### src/rtl/reset_sequencer_if.sv
`default_nettype none
// ============================================================================
// Module   : reset_sequencer_if
// Brief    : Soft-reset handshake and reset-output bundle of reset_sequencer.
// Revision : 1.0
// ============================================================================
interface reset_sequencer_if #(
    parameter int NUM_OUT = 3
);
    logic               sw_rst_req;
    logic               sw_rst_ack;
    logic [NUM_OUT-1:0] rst_n_out;
    logic               rst_done;
    logic               busy;

    // master: the software requester and the consumer domains
    modport master (
        output sw_rst_req,
        input  sw_rst_ack,
        input  rst_n_out,
        input  rst_done,
        input  busy
    );

    // slave: the sequencer itself
    modport slave (
        input  sw_rst_req,
        output sw_rst_ack,
        output rst_n_out,
        output rst_done,
        output busy
    );
endinterface
`default_nettype wire

### src/rtl/reset_sequencer.sv
`default_nettype none
// ============================================================================
// Module   : reset_sequencer
// Brief    : Synchronizes nrst release, holds reset, then releases NUM_OUT
//            staggered active-low resets; supports a four-phase soft reset.
// Revision : 1.0
// ============================================================================
module reset_sequencer #(
    parameter int SYNC_STAGES    = 2,
    parameter int HOLD_CYCLES    = 16,
    parameter int STAGGER_CYCLES = 4,
    parameter int NUM_OUT        = 3
) (
    input  logic              clk,
    input  logic              nrst,
    reset_sequencer_if.slave  bus
);

    localparam int c_max_cnt = (HOLD_CYCLES > STAGGER_CYCLES) ? HOLD_CYCLES : STAGGER_CYCLES;
    localparam int c_cnt_w   = $clog2(c_max_cnt + 1);

    localparam logic [c_cnt_w-1:0] c_hold_last = c_cnt_w'(HOLD_CYCLES - 1);
    localparam logic [c_cnt_w-1:0] c_stag_last = c_cnt_w'(STAGGER_CYCLES - 1);
    localparam logic [c_cnt_w-1:0] c_cnt_one   = c_cnt_w'(1);

    generate
        if (SYNC_STAGES < 2) begin : g_bad_sync
            $error("reset_sequencer: SYNC_STAGES must be >= 2");
        end
        if (HOLD_CYCLES < 1) begin : g_bad_hold
            $error("reset_sequencer: HOLD_CYCLES must be >= 1");
        end
        if (STAGGER_CYCLES < 1) begin : g_bad_stagger
            $error("reset_sequencer: STAGGER_CYCLES must be >= 1");
        end
        if (NUM_OUT < 1) begin : g_bad_num_out
            $error("reset_sequencer: NUM_OUT must be >= 1");
        end
    endgenerate

    typedef enum logic [1:0] {
        ST_HOLD    = 2'd0,
        ST_RELEASE = 2'd1,
        ST_RUN     = 2'd2,
        ST_SW_ACK  = 2'd3
    } state_t;

    state_t                   state_q,     state_d;
    logic [SYNC_STAGES-1:0]   sync_q,      sync_d;
    logic [c_cnt_w-1:0]       cnt_q,       cnt_d;
    logic [NUM_OUT-1:0]       rst_n_out_q, rst_n_out_d;
    logic                     rst_done_q,  rst_done_d;
    logic                     sw_rst_ack_q, sw_rst_ack_d;

    logic                     w_released;
    logic [NUM_OUT-1:0]       w_shifted;

    assign sync_d     = {sync_q[SYNC_STAGES-2:0], 1'b1};
    assign w_released = sync_q[SYNC_STAGES-1];

    // Thermometer step: releases the next-lowest still-asserted output.
    assign w_shifted  = NUM_OUT'({rst_n_out_q, 1'b1});

    always_ff @(posedge clk or negedge nrst) begin
        if (!nrst) begin
            state_q      <= ST_HOLD;
            sync_q       <= '0;
            cnt_q        <= '0;
            rst_n_out_q  <= '0;
            rst_done_q   <= 1'b0;
            sw_rst_ack_q <= 1'b0;
        end else begin
            state_q      <= state_d;
            sync_q       <= sync_d;
            cnt_q        <= cnt_d;
            rst_n_out_q  <= rst_n_out_d;
            rst_done_q   <= rst_done_d;
            sw_rst_ack_q <= sw_rst_ack_d;
        end
    end

    always_comb begin
        state_d      = state_q;
        cnt_d        = cnt_q;
        rst_n_out_d  = rst_n_out_q;
        rst_done_d   = rst_done_q;
        sw_rst_ack_d = sw_rst_ack_q;

        case (state_q)
            ST_HOLD: begin
                // Hold time only accrues once the synchronized release is seen.
                if (w_released) begin
                    if (cnt_q == c_hold_last) begin
                        cnt_d       = '0;
                        rst_n_out_d = w_shifted;
                        if (&w_shifted) begin
                            state_d    = ST_RUN;
                            rst_done_d = 1'b1;
                        end else begin
                            state_d    = ST_RELEASE;
                        end
                    end else begin
                        cnt_d = cnt_q + c_cnt_one;
                    end
                end
            end

            ST_RELEASE: begin
                if (cnt_q == c_stag_last) begin
                    cnt_d       = '0;
                    rst_n_out_d = w_shifted;
                    if (&w_shifted) begin
                        state_d    = ST_RUN;
                        rst_done_d = 1'b1;
                    end
                end else begin
                    cnt_d = cnt_q + c_cnt_one;
                end
            end

            ST_RUN: begin
                if (bus.sw_rst_req) begin
                    state_d      = ST_SW_ACK;
                    cnt_d        = '0;
                    rst_n_out_d  = '0;
                    rst_done_d   = 1'b0;
                    sw_rst_ack_d = 1'b1;
                end
            end

            ST_SW_ACK: begin
                // Sync chain stays high, so the hold restarts on the next edge.
                if (!bus.sw_rst_req) begin
                    state_d      = ST_HOLD;
                    cnt_d        = '0;
                    sw_rst_ack_d = 1'b0;
                end
            end

            default: begin
                state_d = ST_HOLD;
            end
        endcase
    end

    assign bus.rst_n_out  = rst_n_out_q;
    assign bus.rst_done   = rst_done_q;
    assign bus.sw_rst_ack = sw_rst_ack_q;
    assign bus.busy       = (state_q != ST_RUN);

endmodule
`default_nettype wire

### src/flat_wrapper.sv
// flat-port wrapper written by rule: the top's interface ports become plain ports
module reset_sequencer_flat 
#(
    parameter int SYNC_STAGES    = 2,
    parameter int HOLD_CYCLES    = 16,
    parameter int STAGGER_CYCLES = 4,
    parameter int NUM_OUT        = 3
)
  (clk, nrst, bus_sw_rst_req, bus_sw_rst_ack, bus_rst_n_out, bus_rst_done, bus_busy);
  reset_sequencer_if #(.NUM_OUT(NUM_OUT)) bus_i ();
  input  logic clk;
  input  logic nrst;
  input wire logic [$bits(bus_i.sw_rst_req)-1:0] bus_sw_rst_req;
  output wire logic [$bits(bus_i.sw_rst_ack)-1:0] bus_sw_rst_ack;
  output wire logic [$bits(bus_i.rst_n_out)-1:0] bus_rst_n_out;
  output wire logic [$bits(bus_i.rst_done)-1:0] bus_rst_done;
  output wire logic [$bits(bus_i.busy)-1:0] bus_busy;
  assign bus_i.sw_rst_req = bus_sw_rst_req;
  assign bus_sw_rst_ack = bus_i.sw_rst_ack;
  assign bus_rst_n_out = bus_i.rst_n_out;
  assign bus_rst_done = bus_i.rst_done;
  assign bus_busy = bus_i.busy;
  reset_sequencer #(.SYNC_STAGES(SYNC_STAGES), .HOLD_CYCLES(HOLD_CYCLES), .STAGGER_CYCLES(STAGGER_CYCLES), .NUM_OUT(NUM_OUT)) u_core (.clk(clk), .nrst(nrst), .bus(bus_i));
endmodule
### config.mk
export PLATFORM = sky130hd
export DESIGN_NAME = reset_sequencer_flat
export DESIGN_NICKNAME = d
export VERILOG_FILES = /design/src/rtl/reset_sequencer_if.sv /design/src/rtl/reset_sequencer.sv /design/src/flat_wrapper.sv
export SDC_FILE = /design/constraint.sdc
export NUM_CORES = 1
export LEC_CHECK = 0
export BUFFER_PORTS_ARGS = -buffer_cell sky130_fd_sc_hd__buf_2
export CAP_MARGIN = 20
export CORE_MARGIN = 2
export CORE_UTILIZATION = 55
export CTS_CLUSTER_SIZE = 12
export DETAILED_ROUTE_END_ITERATION = 6
export GPL_TIMING_DRIVEN = 0
export PLACE_DENSITY_LB_ADDON = 0.15
export SYNTH_ARGS = -nofsm -noshare
export SYNTH_HDL_FRONTEND = slang
export SYNTH_SLANG_ARGS = --single-unit
### constraint.sdc
create_clock -name clk -period 2.7 [get_ports clk]
set_input_delay 0 -clock clk [delete_from_list [all_inputs] [get_ports clk]]
set_output_delay 0 -clock clk [all_outputs]
set_load 0.005 [all_outputs]
Yosys cells after proc, flatten, opt, wreduce, memory -nomap -nowiden
Cells that the tools add are included.
Widths: inputs -> output; s select.
{"block": "word_totals", "register_bits": 14, "latch_bits": 0, "mem_bits_rw": 0, "mem_bits_ro": 0, "input_bits": 3, "out_inout_bits": 6, "wordCells": 55, "memories": 0}
{"block": "op_classes", "add_sub_neg": 1, "multipliers": 0, "n_div": 0, "order_cmp": 0, "eq_ne": 12, "n_shift": 0, "n_mux": 28, "n_bitwise": 0, "reduce_logical": 8}
{"operator": "$mux 5", "n": 5}
{"operator": "$pmux 5 s4", "n": 1}
{"operator": "$mux 2", "n": 7}
{"operator": "$mux 3", "n": 4}
{"operator": "$pmux 3 s3", "n": 1}
{"operator": "$ne 2x1->1 const B", "n": 4}
{"operator": "$pmux 2 s4", "n": 1}
{"operator": "$mux 1", "n": 7}
{"operator": "$ne 2x2->1 const B", "n": 3}
{"operator": "$reduce_and 3->1", "n": 2}
{"operator": "$reduce_and 6->1", "n": 1}
{"operator": "$add 5x1->5 const B", "n": 1}
{"operator": "$eq 5x2->1 const B", "n": 1}
{"operator": "$eq 5x4->1 const B", "n": 1}
{"operator": "$reduce_and 5->1", "n": 1}
{"operator": "$eq 2x2->1 const B", "n": 2}
{"operator": "$pmux 1 s3", "n": 1}
{"operator": "$reduce_bool 3->1", "n": 1}
{"operator": "$eq 2x1->1 const B", "n": 1}
{"operator": "$logic_not 2->1", "n": 1}
{"operator": "$pmux 1 s2", "n": 1}
{"operator": "$reduce_and 2->1", "n": 1}
{"operator": "$reduce_bool 2->1", "n": 1}

Logic depth before layout (Yosys ltp)
{"block": "depth", "word_depth": 5, "depth_mapped": 8, "mapped_depth_nobuf": 8}

Worst setup path after synthesis
No wires, ideal clock.
{"block": "synth_timing", "kind": "reg-to-reg", "start": "reg u_core.cnt_q[0]", "end": "reg u_core.rst_n_out_q[1], in the netlist u_core.bus.rst_n_out[1]", "setup_time_ns": 0.120, "arrival_ns": 1.811, "required_time_ns": 2.580, "slack_ns": 0.769, "path_stages_with_launch": 6, "path_buffers": 0, "synth_period_minus_slack_ns": 1.931, "path_cell_list": "dfrtp_1 -> ha_1 -> or4b_4 -> a2111oi_4 -> nor2b_1 -> a31o_1"}
{"block": "synth_via", "elab_chain_cells": 3, "word_cells_on_any_way": 5, "cone_classes": "eq/ne: 4; reduce/logical: 1"}
{"item": "start: declaration", "line": "reset_sequencer.sv:50", "source": "logic [c_cnt_w-1:0] cnt_q, cnt_d;"}
{"item": "start signal: assignment", "line": "reset_sequencer.sv:75", "source": "cnt_q <= cnt_d;"}
{"item": "$eq 5x2->1 or $eq 5x4->1 (tied branches)", "line": "reset_sequencer.sv:109, reset_sequencer.sv:93"}
{"item": "$ne 2x1->1 (no line)"}
{"item": "$reduce_and 5->1 (no line) (*)"}
{"item": "end signal: assignment", "line": "reset_sequencer.sv:76", "source": "rst_n_out_q <= rst_n_out_d;"}
{"item": "end: declaration", "line": "reset_sequencer.sv:51", "source": "logic [NUM_OUT-1:0] rst_n_out_q, rst_n_out_d;"}
Every way passes the cells marked *; elsewhere a longest branch is shown, timed or not.
A chain may end at the register's enable or synchronous reset.

Final worst setup path
{"block": "layout_timing", "start": "reg u_core.cnt_q[0]", "end": "reg u_core.rst_n_out_q[2], in the netlist u_core.bus.rst_n_out[2]"}
Same word-level chain as after synthesis.

==> metrics.yaml <==
outcome:
  status: "finished clean"
global_routing:
  grtUsageMet3_pct: 3.88
  use_met1_pct: 23.4
  grt_first_pass_wirelength_mm: 2.37
  grt.total_usage_pct: 18.0
  grt_start_max_net_pins: 15
  grt_use_met2_pct: 28.1
  antenna_found_initial: 0
  grt-busiest-layer: "met2"
  overflow: 0
  grt_pass1_vias: 575
place:
  placed_cell_area_sq_um: 860
  port_buffers: 8
  hpwl_mm: 1.03
  place_congestion: 0.746
die:
  die_h_um: 42.2
  fp.coreArea_sq_mm: 0.00133
  initial_core_util_pct: 60.0
  fp.dieArea_sq_mm: 0.00178
  rows: 13
  die_w_um: 42.2
  ios: 9
power_and_ir_drop:
  power.internal_uw: 564
  pwr-share-seq_pct: 35.0
  total_leakage_power_nw: 0.450
  clockPowerShare_pct: 12.2
  combPwrFrac_pct: 52.8
  irDropWorstVdd_mv: 0.546
  switchingPower_uw: 400
  power_density_mw_per_mm2: 1070
  switching_share_pct: 41.5
logic_synthesis:
  ys_types: 28
  yosysWarnings: 0
  syn_area_per_cell_sq_um: 10.3
  synth_cells: 78
  syn-cell-area_sq_um: 801
  synthesis.nets: 89
  ys_seq_area_share_pct: 43.8
  synth_seq_cells: 14
sta:
  slew_headroom_pct: 57.9
  fin_crit_ns: 2.07
  maxSlewViolCount: 0
  min_period_over_period_pct: 76.6
  finalHoldViolations: 0
  rsz0062_at_grt: "false"
  finalSetupTns_ns: 0
  setup_viol: 0
  fin_worst_skew_ns: 0.00215
  maxClockFrequency_mhz: 483
  tightest_slew_ns: 0.628
clocking:
  numClockSinks: 14
  htreeDepth: 1
  insertion_delay_ns: 0.28
  cts_root_buf: "clkbuf_4"
  cts.path.max_buffers: 2
  cts_tree: "yes"
  cts_repair_resize_count: 0
  path_clk_slew_ns: 0.08
  cts_made_buffers: 3
drt:
  antenna_left: 0
  routed_via_density: 5.73
  firstDrtPassIters: 4
  drt_iter0_drc: 8
  vias: 607
  routedWlPerCell_um: 13.2
  routed_wl_mm: 1.40
  drc: 0
worst_setup_path:
  path_delay_family: "compound AO/OA/AOI/OAI gates"
  critPathSlowestCell: "a2111oi_4"
  path_class: "register to register"
  path_max_fanout: 8
  reg2reg_depth: 5
  cp.required_ns: 2.88
  worst-path-stages: 5
  start_kind: "register"
  endpoint_kind: "register"
  path_cells: "ha_1, or4b_4, a2111oi_4, nor2b_1, a31o_1"
  max_stage_delay_ns: 0.56
  arrival_ns: 2.25
  crit_buf_inv: 0
finish:
  syn_to_final_growth_pct: 12.7
  mostFrequentLayoutCell: "dfrtp_1"
  design_area_sq_um: 902
  drive_above_1_share_pct: 16.5
  nNetsFinal: 104
  most-common-layout-cells: "dfrtp_1 (14), inv_1 (9), ha_1 (8), buf_2 (8), o21ai_0 (7)"
  diodes: 0
run:
  cap_violations: 0
min_path:
  worst_hold_path_type: "primary input to asynchronous set/reset pin"
## cell families after synthesis
group | count (synthesis) | share of synthesized area, %
other cells | 1 | 0.468
simple gates | 21 | 15.2
flops | 14 | 43.8
compound gates | 22 | 20.0
buf+inv | 9 | 4.22
fa+ha+maj | 8 | 12.5
mux | 3 | 3.91
## what timing repair did
action                                 CTS  global route
endpoints found under the hold margin   15             0
hold buffers                             2             0
buffers inserted                         0             0
## worst paths after layout
kind	to	start	slack (ns)
min in group clk	u_core.sync_q[1]	u_core.sync_q[0]	0.35
worst min register to register	u_core.sync_q[1]	u_core.sync_q[0]	0.35
worst max-delay path	u_core.bus.rst_n_out[2]	u_core.cnt_q[0]	0.63
worst max register to register	u_core.bus.rst_n_out[2]	u_core.cnt_q[0]	0.63
max in group asynchronous	u_core.cnt_q[4]	nrst	2.30
worst min-delay path	u_core.bus.rst_n_out[2]	nrst	0.16
## power by group through the flow
| stage | combinational, mW | clock [mW] | sequential (mW) |
|---|---|---|---|
| after floorplan | 0.387 | 0 | 0.335 |
| after global placement | 0.492 | 0 | 0.339 |
| after detailed placement | 0.512 | 0 | 0.342 |
| after CTS | 0.517 | 0.121 | 0.338 |
| after global routing | 0.575 | 0.128 | 0.350 |
| final | 0.509 | 0.118 | 0.337 |
## routing by layer
metal | up-vias | share of wire, %
li1 | 297 | -
met3 | 4 | 3.2
met1 | 296 | 49
met4 | 0 | 2.1
met2 | 10 | 45
met5 | - | 0
## flip-flops by register name (all words and copies together), names as in the netlist
name / cells
u_core.bus.rst_done: 1
u_core.bus.sw_rst_ack: 1
u_core.state_q: 2
u_core.cnt_q: 5
u_core.bus.rst_n_out: 3
u_core.sync_q: 2
## layout make-up
type | instances | area, sq um
clock buffer | 3 | 22.5
fill | 112 | 432
inverter | 9 | 33.8
multi-input combinational | 55 | 417
sequential | 14 | 350
tap | 15 | 18.8
timing repair buffer | 10 | 60.1
## Yosys cell counts
cell	instances	area share (%)
a32oi_1	1	1.1
and2b_1	1	0.94
a31oi_1	1	0.78
inv_1	9	4.2
dfrtp_1	14	44
nand3_1	3	1.9
o21ai_0	7	4.4
mux2i_1	2	2.5
nor4b_1	1	1.1
nor4_1	1	0.78
a211o_2	1	1.3
or4b_4	1	1.7
conb_1	1	0.47
a21o_1	2	1.9
ha_1	8	13
nor3_1	1	0.62
o21bai_1	1	0.94
mux2_2	1	1.4
nor2_1	3	1.4
a21boi_0	1	0.94
o21ai_1	1	0.62
nand3b_1	1	0.94
a21oi_1	4	2.5
nand2_1	4	1.9
nor2b_1	4	3.1
a2111oi_4	1	3.4
nand2b_1	1	0.78
a31o_1	2	2.2
## per-stage QoR
stage | hold WS, ns | util (%) | total power, mW | std cells | setup slack, ns
after global routing | 0.181 | 67.6 | 1.05 | 106 | 0.485
after detailed placement | -0.0913 | 64.4 | 0.854 | 101 | 0.634
final | 0.158 | 67.6 | 0.964 | 106 | 0.631
after CTS | 0.149 | 67.6 | 0.976 | 106 | 0.619
after global placement | -0.0924 | 64.4 | 0.831 | 101 | 0.660
after floorplan | -0.296 | - | 0.722 | 78 | 0.769
Note: power is estimated with default switching activity, not from simulation.
